==> config.mk <==
export PLATFORM = sky130hd
export DESIGN_NAME = imm_ext_pipe
export DESIGN_NICKNAME = d
export VERILOG_FILES = /design/src/rtl/imm_pkg.sv /design/src/rtl/skid_buf.sv /design/src/rtl/imm_ext_pipe.sv
export SDC_FILE = /design/constraint.sdc
export NUM_CORES = 1
export LEC_CHECK = 0
export BUFFER_PORTS_ARGS = -buffer_cell sky130_fd_sc_hd__buf_4
export CORE_ASPECT_RATIO = 1.4
export CORE_UTILIZATION = 35
export CTS_CLUSTER_DIAMETER = 40
export DETAILED_ROUTE_END_ITERATION = 10
export HOLD_SLACK_MARGIN = 0.02
export SETUP_SLACK_MARGIN = 0.5
export SYNTH_ARGS = -nofsm -noshare
export SYNTH_HDL_FRONTEND = slang
export SYNTH_SLANG_ARGS = --single-unit
==> constraint.sdc <==
create_clock -name clk_i -period 1.45 [get_ports clk_i]
set_clock_uncertainty 0.05 [all_clocks]
set_input_delay 0.0725 -clock clk_i [delete_from_list [all_inputs] [get_ports clk_i]]
set_output_delay 0.0725 -clock clk_i [all_outputs]
set_load 0.01 [all_outputs]
==> src/rtl/imm_pkg.sv <==
// Shared immediate-format definitions and the pure decode function used by
// both the registered pipeline and the combinational extender.
package imm_pkg;

  typedef enum logic [2:0] {
    IMM_I     = 3'd0,
    IMM_S     = 3'd1,
    IMM_B     = 3'd2,
    IMM_J     = 3'd3,
    IMM_U     = 3'd4,
    IMM_SHAMT = 3'd5,
    IMM_ZIMM  = 3'd6,
    IMM_RSVD  = 3'd7
  } imm_src_t;

  typedef enum logic [1:0] {
    BUF_EMPTY = 2'd0,
    BUF_ONE   = 2'd1,
    BUF_TWO   = 2'd2
  } buf_state_t;

  localparam int XLEN_32 = 32;
  localparam int XLEN_64 = 64;

  // Returns {err, imm[63:0]}; callers with xlen=32 keep only the low word.
  function automatic logic [64:0] imm_decode(input logic [31:0] instr,
                                             input imm_src_t    src,
                                             input int          xlen);
    logic [63:0] imm;
    logic        err;
    imm = '0;
    err = 1'b0;
    case (src)
      IMM_I:     imm = {{52{instr[31]}}, instr[31:20]};
      IMM_S:     imm = {{52{instr[31]}}, instr[31:25], instr[11:7]};
      IMM_B:     imm = {{52{instr[31]}}, instr[7], instr[30:25], instr[11:8], 1'b0};
      IMM_J:     imm = {{44{instr[31]}}, instr[19:12], instr[20], instr[30:21], 1'b0};
      IMM_U:     imm = {{32{instr[31]}}, instr[31:12], 12'b0};
      IMM_SHAMT: begin
        // A 6-bit shift amount is only meaningful on a 64-bit datapath.
        if (xlen == XLEN_32) begin
          if (instr[25]) err = 1'b1;
          else           imm = {59'b0, instr[24:20]};
        end else begin
          imm = {58'b0, instr[25:20]};
        end
      end
      IMM_ZIMM:  imm = {59'b0, instr[19:15]};
      default:   err = 1'b1;
    endcase
    return {err, imm};
  endfunction

endpackage

==> src/rtl/skid_buf.sv <==
// Two-entry skid buffer: main register drives the output, skid register
// absorbs one extra accepted entry while the consumer stalls.
module skid_buf
  import imm_pkg::*;
#(
  parameter int W = 8
) (
  input  logic         clk,
  input  logic         rst_n,
  input  logic         in_valid,
  input  logic [W-1:0] in_data,
  input  logic         out_ready,
  output logic [W-1:0] out_data,
  output buf_state_t   state
);

  // Handshake: an entry moves when valid and ready are both high at the
  // rising edge; ready is a decode of state only, valid holds until taken.
  logic [W-1:0] main_q;
  logic [W-1:0] skid_q;
  logic         acc;
  logic         xfer;

  assign acc      = in_valid && (state != BUF_TWO);
  assign xfer     = out_ready && (state != BUF_EMPTY);
  assign out_data = main_q;

  always_ff @(posedge clk) begin
    if (!rst_n) begin
      state  <= BUF_EMPTY;
      main_q <= '0;
      skid_q <= '0;
    end else begin
      case (state)
        BUF_EMPTY: begin
          if (acc) begin
            main_q <= in_data;
            state  <= BUF_ONE;
          end
        end
        BUF_ONE: begin
          if (acc && xfer) begin
            main_q <= in_data;
          end else if (acc) begin
            skid_q <= in_data;
            state  <= BUF_TWO;
          end else if (xfer) begin
            state  <= BUF_EMPTY;
          end
        end
        BUF_TWO: begin
          if (xfer) begin
            main_q <= skid_q;
            state  <= BUF_ONE;
          end
        end
        default: state <= BUF_EMPTY;
      endcase
    end
  end

endmodule

==> src/rtl/imm_ext_pipe.sv <==
// Registered, handshaked immediate generator: decode in front of a skid
// buffer carrying {err, imm, tag}.
module imm_ext_pipe
  import imm_pkg::*;
#(
  parameter int XLEN  = 32,
  parameter int TAG_W = 5
) (
  input  logic             clk_i,
  input  logic             rst_ni,
  input  logic             in_valid_i,
  output logic             in_ready_o,
  input  logic [31:0]      instr_i,
  input  logic [2:0]       imm_src_i,
  input  logic [TAG_W-1:0] tag_i,
  output logic             out_valid_o,
  input  logic             out_ready_i,
  output logic [XLEN-1:0]  imm_ext_o,
  output logic [TAG_W-1:0] tag_o,
  output logic             err_o
);

  localparam int W = 1 + XLEN + TAG_W;

  logic [64:0]  dec;
  logic [W-1:0] in_data;
  logic [W-1:0] out_data;
  buf_state_t   buf_state;

  assign dec     = imm_decode(instr_i, imm_src_t'(imm_src_i), XLEN);
  assign in_data = {dec[64], dec[XLEN-1:0], tag_i};

  generate
    if (XLEN == 32) begin : g_x32
      logic unused_hi;
      assign unused_hi = ^dec[63:32];
    end
  endgenerate

  skid_buf #(.W(W)) u_buf (
    .clk       (clk_i),
    .rst_n     (rst_ni),
    .in_valid  (in_valid_i),
    .in_data   (in_data),
    .out_ready (out_ready_i),
    .out_data  (out_data),
    .state     (buf_state)
  );

  assign in_ready_o  = (buf_state != BUF_TWO);
  assign out_valid_o = (buf_state != BUF_EMPTY);
  assign {err_o, imm_ext_o, tag_o} = out_data;

endmodule
==> impl_metrics.json, run 1 <==
{
  "synth_edf_count": 0,
  "clkPwrFrac": 0.380,
  "numCtsBuffers": 9,
  "fin_util": 0.560,
  "area_growth_pct": 52.9,
  "p_per_area_nw_per_um2": 988,
  "grt_pass1_wl_mm": 17.0,
  "wl_per_cell_um": 16.6,
  "hold_class": "in -> reg",
  "core_um2": 10100,
  "finalCriticalPeriod_ps": 1430,
  "rsz0062_at_grt": "yes",
  "p_sw_frac": 0.279,
  "clockBufferDepth": 2,
  "synthesis.nets": 480,
  "synth.distinct_cells": 47,
  "arrival_ps": 1670,
  "grt_pass1_vias": 3495,
  "cts_tree": "done",
  "drtAntennaViolNets": 0,
  "ys.flop_type": "dfxtp_1",
  "hold_violations": 0,
  "path_class": "reg -> reg",
  "syn_area_um2": 3680,
  "initial_core_util": 0.366,
  "ys_async_sr_fraction": 0,
  "p_switching_mw": 1.55,
  "nets": 589,
  "grt.overflow.total": 0,
  "gp_congestion": 0.819,
  "fin_ws_ps": 19.1,
  "preCtsSetupSlack_ps": 25.8,
  "synth_top_cell_by_area": "dfxtp_1",
  "drt_iter0_markers": 134,
  "die_x_um": 88.7,
  "cp_data_required_time_ps": 1690,
  "synth_seq_cells": 78,
  "yosysMostFrequentCell": "dfxtp_1",
  "root_buffer": "clkbuf_16",
  "p_leak_nw": 2.27,
  "critPathCaptureType": "flop",
  "grt_max_degree": 29,
  "firstDrtPassIters": 4,
  "cts.sinks": 78,
  "synth_cells": 436,
  "synthTopCellsByArea": "dfxtp_1 42%, nand2_1 7.1%, a21oi_1 6.4%",
  "seq_power_share": 0.422,
  "holdPathStages": 3,
  "clkTransAtPathRegs_ps": 60,
  "min_period_over_period": 0.987,
  "synth_top_area_frac": 0.424,
  "setup_viol": 0,
  "fmax_ghz": 0.699,
  "syn_area_per_cell_um2": 8.44,
  "fin_hold_ws_ps": 30.8,
  "synth-warning-count": 0,
  "start_kind": "flop",
  "peakVddDrop_v": 0.000620,
  "clkLatencyLatePin_ps": 350,
  "drc": 0,
  "antenna_found_initial": 0,
  "final_layout_size_suffix_gt1_frac": 0.522,
  "hpwl_mm": 7.23,
  "antenna_cells": 0,
  "slew_headroom": 0.616,
  "pwr-share-comb": 0.197,
  "h-tree-depth": 3,
  "status": "complete, no violations",
  "p_int_mw": 4.01,
  "rows": 43,
  "viasPerCell": 5.40,
  "netlist_top_cells_count": "78 x dfxtp_1, 70 x nand2_1, 47 x a21oi_1, 24 x o21ai_0, 22 x nand3_1",
  "max_cap_violations": 0,
  "via_count": 3700,
  "design.die.area_um2": 10900,
  "wirelength_mm": 11.4,
  "rrSetupSlack_ps": 20,
  "finalMaxSlewViolations": 0,
  "io_pins": 84,
  "port_buffers": 76,
  "worstMarginPinSlew_ps": 572,
  "ys_seq_area_frac": 0.424,
  "track_usage": 0.208,
  "worstPathMaxFanout": 7,
  "die_h_um": 123,
  "ff2ff_path_depth": 5
}
area by class of cell:
class / instances / area [um2]
multi-input combinational: 316 / 2360
clock buffer: 11 / 243
sequential: 78 / 1590
clock inverter: 5 / 33.8
tap: 135 / 169
timing repair buffer: 136 / 1220
fill: 925 / 4430
inverter: 4 / 15.0
layer usage:
| metal | track usage | up-vias | share of wire |
|---|---|---|---|
| li1 | - | 1802 | - |
| met1 | 0.243 | 1787 | 0.41 |
| met2 | 0.350 | 80 | 0.51 |
| met3 | 0.0447 | 31 | 0.032 |
| met4 | 0.114 | 0 | 0.041 |
| met5 | 0 | - | 0 |
stage by stage:
step | std cells | TNS (ps) | cell area (um2) | power (mW)
2_1_floorplan | 436 | 0 | 3820 | 2.90
6_report | 685 | 0 | 5630 | 5.56
5_1_grt | 685 | -230 | 5630 | 5.79
3_3_place_gp | 643 | 0 | 4570 | 3.26
3_5_place_dp | 643 | 0 | 4570 | 3.28
4_1_cts | 677 | 0 | 5130 | 5.46
repair_timing:
action	CTS	global route
buffers inserted	8	5
gates resized for setup	33	106
hold buffers	8	0
gates cloned	2	3
pin swaps	3	17
endpoints found under the hold margin	17	0
setup endpoints to repair	86	94
placed cells by master, fill, tap and decap left out, types with 10 or more instances in the layout:
cell type and n:
nor2b_1 10, a21oi_1 27, a311oi_1 11, a21oi_2 20, clkbuf_16 11, nor2_1 19, dfxtp_1 59, dfxtp_2 17
buf_4 103, o21ai_2 15, nand2_1 50, nand2_4 12, nand3_1 12, buf_6 13
path summary, 6_finish.rpt:
path                             end          startpoint
hold reg to reg   u_buf.out_data[35]  u_buf.out_data[35]
hold / removal       u_buf.skid_q[5]         instr_i[20]
setup / recovery    u_buf.skid_q[33]      u_buf.state[1]
setup reg to reg    u_buf.skid_q[33]      u_buf.state[1]
power groups by stage:
stage	clock network, mW	logic [mW]	registers, mW
global route	2.24	1.18	2.36
detailed placement	0	0.900	2.38
CTS	2.14	0.977	2.34
finish	2.12	1.10	2.35
global placement	0	0.888	2.38
floorplan	0	0.499	2.40
worst max-delay path, cell delays in order (launching register included):
cell	delay, ps
dfxtp_4	360
nand2b_4	170
nor2_4	250
buf_6	190
clkbuf_16	160
o221a_2	190
sequential cells by signal, indices dropped and copies added (netlist names):
name and count:
u_buf.state 2, u_buf.out_data 38, u_buf.skid_q 38
kinds of logic after synthesis:
family / count (synthesis) / synth area share
buffers and inverters: 42 / 0.0602
xor gates and xnor gates: 1 / 0.00238
AOI/OAI and AO/OA: 147 / 0.277
DFF: 78 / 0.424
muxes: 6 / 0.0177
and+or+nand+nor: 162 / 0.219
(Power assumes the default switching activity.)
==> run 2, diff against run 1 <==
- CORE_UTILIZATION: 35 -> 45
- CTS_BUF_LIST: not set -> sky130_fd_sc_hd__clkbuf_8 sky130_fd_sc_hd__clkbuf_16
- PLACE_DENSITY: not set -> 0.71
- SETUP_SLACK_MARGIN: 0.5 -> 0.15
==> run 2 against run 1 <==
  * The run now ends with setup timing left
  * Utilization rose by 18 points
  * Fmax shrank 6.5%
  * Sequential share of layout area is 1.2 points lower
  * Clock power fell by 21%
  * Cell count shrank 3.8%
  * Hold slack improved by 27 ps
  * Critical path depth increased by 2
  * Flip-flop and latch count did not move
  * Cell area grew 2.9%
  * Via count is 7.4% higher
  * Routed wire length up 15%
  * Critical endpoint is now u_buf.out_data[23]
==> impl_metrics.json, run 2 (synthesis results as in run 1) <==
{
  "nets": 598,
  "clkLatencyLatePin_ps": 360,
  "setup_viol": 28,
  "p_int_mw": 3.73,
  "fin_util": 0.738,
  "firstDrtPassIters": 5,
  "slew_headroom": 0.582,
  "root_buffer": "clkbuf_8",
  "final_layout_size_suffix_gt1_frac": 0.513,
  "crit_path_cell_trace": "buf_6 -> and2b_2 -> a21oi_4 -> buf_4 -> clkbuf_16 -> nand3_1 -> o221ai_2",
  "cp_data_required_time_ps": 1680,
  "initial_core_util": 0.469,
  "status": "finished with violations",
  "pwr-share-comb": 0.239,
  "design.die.area_um2": 8550,
  "clkTransAtPathRegs_ps": 80,
  "drc": 0,
  "seq_power_share": 0.445,
  "cp_num_buf_inv": 3,
  "cts.sinks": 78,
  "multiInputGateArea_um2": 2410,
  "h-tree-depth": 3,
  "layout_commonest_cell": "buf_4",
  "finalMaxSlewViolations": 0,
  "p_per_area_nw_per_um2": 912,
  "cts_tree": "done",
  "max_cap_violations": 0,
  "hold_violations": 0,
  "final_cell_mix": "100 x buf_4, 76 x dfxtp_1, 43 x nand2_1",
  "wirelength_mm": 13.0,
  "antenna_found_initial": 0,
  "rsz0062_at_grt": "yes",
  "antenna_cells": 0,
  "viasPerCell": 6.03,
  "min_period_over_period": 1.06,
  "hpwl_mm": 6.67,
  "slowest_stage": "dfxtp_4",
  "power_mw": 5.28,
  "p_leak_nw": 2.32,
  "grt_pass1_vias": 3537,
  "drtAntennaViolNets": 0,
  "regArea_um2": 1570,
  "rows": 38,
  "port_buffers": 76,
  "peakVddDrop_v": 0.000700,
  "die_h_um": 109,
  "fmax_ghz": 0.653,
  "worstMarginPinSlew_ps": 625,
  "p_switching_mw": 1.56,
  "start_kind": "flop",
  "numCtsBuffers": 9,
  "fill_cells": 536,
  "max_stage_delay_ps": 370,
  "clockBufferDepth": 2,
  "critPathCaptureType": "flop",
  "path_class": "reg -> reg",
  "grt_max_degree": 34,
  "core_um2": 7850,
  "hold_class": "in -> reg",
  "wl_per_cell_um": 19.8,
  "violations": "setup timing",
  "drt_iter0_markers": 316,
  "finalCriticalPeriod_ps": 1530,
  "rrSetupSlack_ps": -80,
  "grt.overflow.total": 0,
  "track_usage": 0.256,
  "gp_congestion": 0.821,
  "fin_ws_ps": -80.4,
  "arrival_ps": 1760,
  "dpl_cell_area_um2": 4460,
  "p_sw_frac": 0.294,
  "area_growth_pct": 57.3,
  "clkPwrFrac": 0.316,
  "die_x_um": 78.4,
  "worstPathMaxFanout": 7,
  "design_area_um2": 5790,
  "via_count": 3973,
  "grt_pass1_wl_mm": 16.8,
  "io_pins": 84,
  "path_delay_family": "buffers and inverters"
}
-- run 2: changes by cell type in the layout (fill, tap and decap cells not counted), moves of 9 or more --
cell and delta:
clkbuf_8 +9, nor2_2 +10, dfxtp_1 +17, dfxtp_2 -17, nor2_1 -11, o21ai_0 +9
-- run 2: cell type report --
type	instances	share of cell area
multi-input cells	316	0.417
flip-flops and latches	78	0.271
repair buffers	145	0.253
clock buffers	10	0.0238
well taps	100	0.0216
clock inverters	6	0.0108
inverters	4	0.00303
-- run 2: metal layers --
metal,wire (um),up-vias,track usage
met5,0,-,0
met4,422,0,0.116
met3,763,48,0.0519
met2,6680,166,0.454
met1,5160,1934,0.294
li1,-,1825,-
-- run 2: final timing paths --
path | start | end | cells after the start
setup reg to reg | u_buf.state[1] | u_buf.out_data[23] | 7
hold reg to reg | u_buf.out_data[32] | u_buf.out_data[32] | 2
hold / removal | rst_ni | u_buf.skid_q[28] | 2
setup / recovery | u_buf.state[1] | u_buf.out_data[23] | 7
-- run 2: metrics by stage --
stage,hold WS [ps],worst slack [ps],cells,setup TNS [ps]
finish,57.5,-80.4,659,-1030
global route,45.2,-136,659,-3990
detailed placement,264,-58.2,599,-137
CTS,31.2,26.7,640,0
floorplan,102,119,436,0
global placement,254,8.90,599,0
-- run 2: power by group through the flow --
stage               clock (mW)  combinational, mW  sequential [mW]
global placement             0              0.852             2.37
detailed placement           0              0.865             2.37
floorplan                    0              0.468             2.40
finish                    1.67               1.26             2.35
CTS                       1.68               1.05             2.33
global route              1.76               1.33             2.36
-- run 2: what timing repair did --
action                                  CTS  global route
gates cloned                              5             5
pin swaps                                27            45
gates resized for setup                  51           111
endpoints found under the hold margin    14             0
buffers inserted                         11            14
hold buffers                              9             0
endpoints found under the setup margin   78            74
-- run 2: worst register-to-register path: stages, from the launching register on --
cell and delay [ps]:
dfxtp_4 370, buf_6 110, and2b_2 260, a21oi_4 170
buf_4 170, clkbuf_16 160, nand3_1 100, o221ai_2 80
==> run 3, diff against run 2 <==
- BUFFER_PORTS_ARGS: -buffer_cell sky130_fd_sc_hd__buf_4 -> -buffer_cell sky130_fd_sc_hd__buf_2
==> run 3 against run 2 <==
  * The run still ends with setup timing left
  * Highest routed layer unchanged
  * Non-clock buffer count is 1 higher
  * Largest power group unchanged
  * Combinational power is 11% lower
  * Global-route usage is 0.33 points higher
==> impl_metrics.json, run 3 (synthesis results as in run 1) <==
{
  "worstMarginPinSlew_ps": 424,
  "regArea_um2": 1560,
  "antenna_cells": 0,
  "core_um2": 7850,
  "hold_violations": 0,
  "cts.sinks": 78,
  "min_period_over_period": 1.05,
  "final_layout_size_suffix_gt1_frac": 0.427,
  "holdPathStages": 3,
  "start_kind": "flop",
  "io_pins": 84,
  "clockBufferDepth": 2,
  "grt_pass1_wl_mm": 17.1,
  "grt_pass1_vias": 3653,
  "nets": 599,
  "die_x_um": 78.4,
  "hold_start": "instr_i[15]",
  "root_buffer": "clkbuf_8",
  "status": "finished with violations",
  "hold_class": "in -> reg",
  "port_buffers": 76,
  "fmax_ghz": 0.656,
  "p_per_area_nw_per_um2": 932,
  "arrival_ps": 1760,
  "grt.overflow.total": 0,
  "grt_max_degree": 33,
  "max_cap_violations": 0,
  "r2r_start": "u_buf.state[0]",
  "slew_headroom": 0.717,
  "h-tree-depth": 3,
  "fin_util": 0.677,
  "drtAntennaViolNets": 0,
  "peakVddDrop_v": 0.000709,
  "gp_congestion": 0.787,
  "antenna_found_initial": 0,
  "power_mw": 4.94,
  "area_growth_pct": 44.2,
  "cp_data_required_time_ps": 1680,
  "via_count": 3774,
  "path_class": "reg -> reg",
  "wl_per_cell_um": 17.4,
  "drt_iter0_markers": 199,
  "rsz0062_at_grt": "yes",
  "final_cell_mix": "76 x dfxtp_1, 74 x buf_2, 61 x nand2_1",
  "design.die.area_um2": 8550,
  "fill_cells": 601,
  "worstPathMaxFanout": 7,
  "clkTransAtPathRegs_ps": 90,
  "initial_core_util": 0.469,
  "rrSetupSlack_ps": -70,
  "p_leak_nw": 2.16,
  "finalMaxSlewViolations": 0,
  "preCtsSetupSlack_ps": -383,
  "violations": "setup timing",
  "firstDrtPassIters": 5,
  "wirelength_mm": 11.5,
  "worstHoldEndpoint": "u_buf.skid_q[20]",
  "cts_tree": "done",
  "r2r-end": "u_buf.out_data[25]",
  "rows": 38,
  "viasPerCell": 5.72,
  "clkLatencyLatePin_ps": 360,
  "die_h_um": 109,
  "fin_setup_tns_ps": -1440,
  "critPathCaptureType": "flop",
  "fin_ws_ps": -73.6,
  "layout_commonest_cell": "dfxtp_1",
  "ff2ff_path_depth": 8,
  "finalCriticalPeriod_ps": 1520,
  "setup_viol": 38,
  "multiInputGateArea_um2": 2150,
  "track_usage": 0.259,
  "numCtsBuffers": 9,
  "drc": 0,
  "hpwl_mm": 6.78
}
==> run 3: critical path, stage by stage, from the launching register on <==
cell and delay, ps:
dfxtp_2 350, buf_6 130, nand2b_1 120, buf_4 170, a21oi_4 120, buf_4 160
buf_12 130, nand2_1 70, a21oi_1 150
==> run 3: power breakdown <==
part	switching [mW]	internal, mW
registers	0.0646	2.26
clock network	0.861	0.639
logic	0.578	0.542
total	1.50	3.44
==> run 3: per-stage QoR <==
stage	cell area [um2]	std cells	hold slack (ps)
2_1_floorplan	3710	436	102
3_3_place_gp	4320	609	277
3_5_place_dp	4320	609	283
4_1_cts	5060	651	29.8
5_1_grt	5310	660	29.7
6_report	5310	660	44.9
==> run 3: how the worst max path moves through the flow <==
stage / slack, ps / end / cells past startpoint / startpoint
3_5_place_dp: -380 / u_buf.out_data[35] / 4 / u_buf.state[1]
6_report: -70 / u_buf.out_data[25] / 8 / u_buf.state[0]
5_1_grt: -120 / u_buf.out_data[28] / 8 / u_buf.state[0]
3_3_place_gp: -230 / u_buf.out_data[35] / 4 / u_buf.state[1]
4_1_cts: 0.7 / u_buf.out_data[37] / 7 / u_buf.state[0]
2_1_floorplan: 120 / u_buf.out_data[33] / 6 / u_buf.state[0]
==> run 3: area by class of cell <==
cell class	count	share of cell area
clock buffer	9	0.0233
multi-input combinational	316	0.404
timing repair buffer	146	0.240
tap	100	0.0236
inverter	4	0.00330
sequential	78	0.295
clock inverter	7	0.0104
==> run 3: repair_timing <==
action	in CTS	in global routing
gates resized for setup	47	36
pin swaps	19	6
hold buffers	9	0
buffers inserted	12	6
endpoints found under the hold margin	16	0
endpoints found under the setup margin	78	79
cloned	5	3
==> run 3: metal layers <==
| layer | GRT usage | vias to the layer above | part of all wire |
|---|---|---|---|
| met3 | 0.0485 | 20 | 0.048 |
| met2 | 0.473 | 116 | 0.54 |
| met1 | 0.289 | 1817 | 0.40 |
| li1 | - | 1821 | - |
| met5 | 0 | - | 0 |
| met4 | 0.119 | 0 | 0.017 |
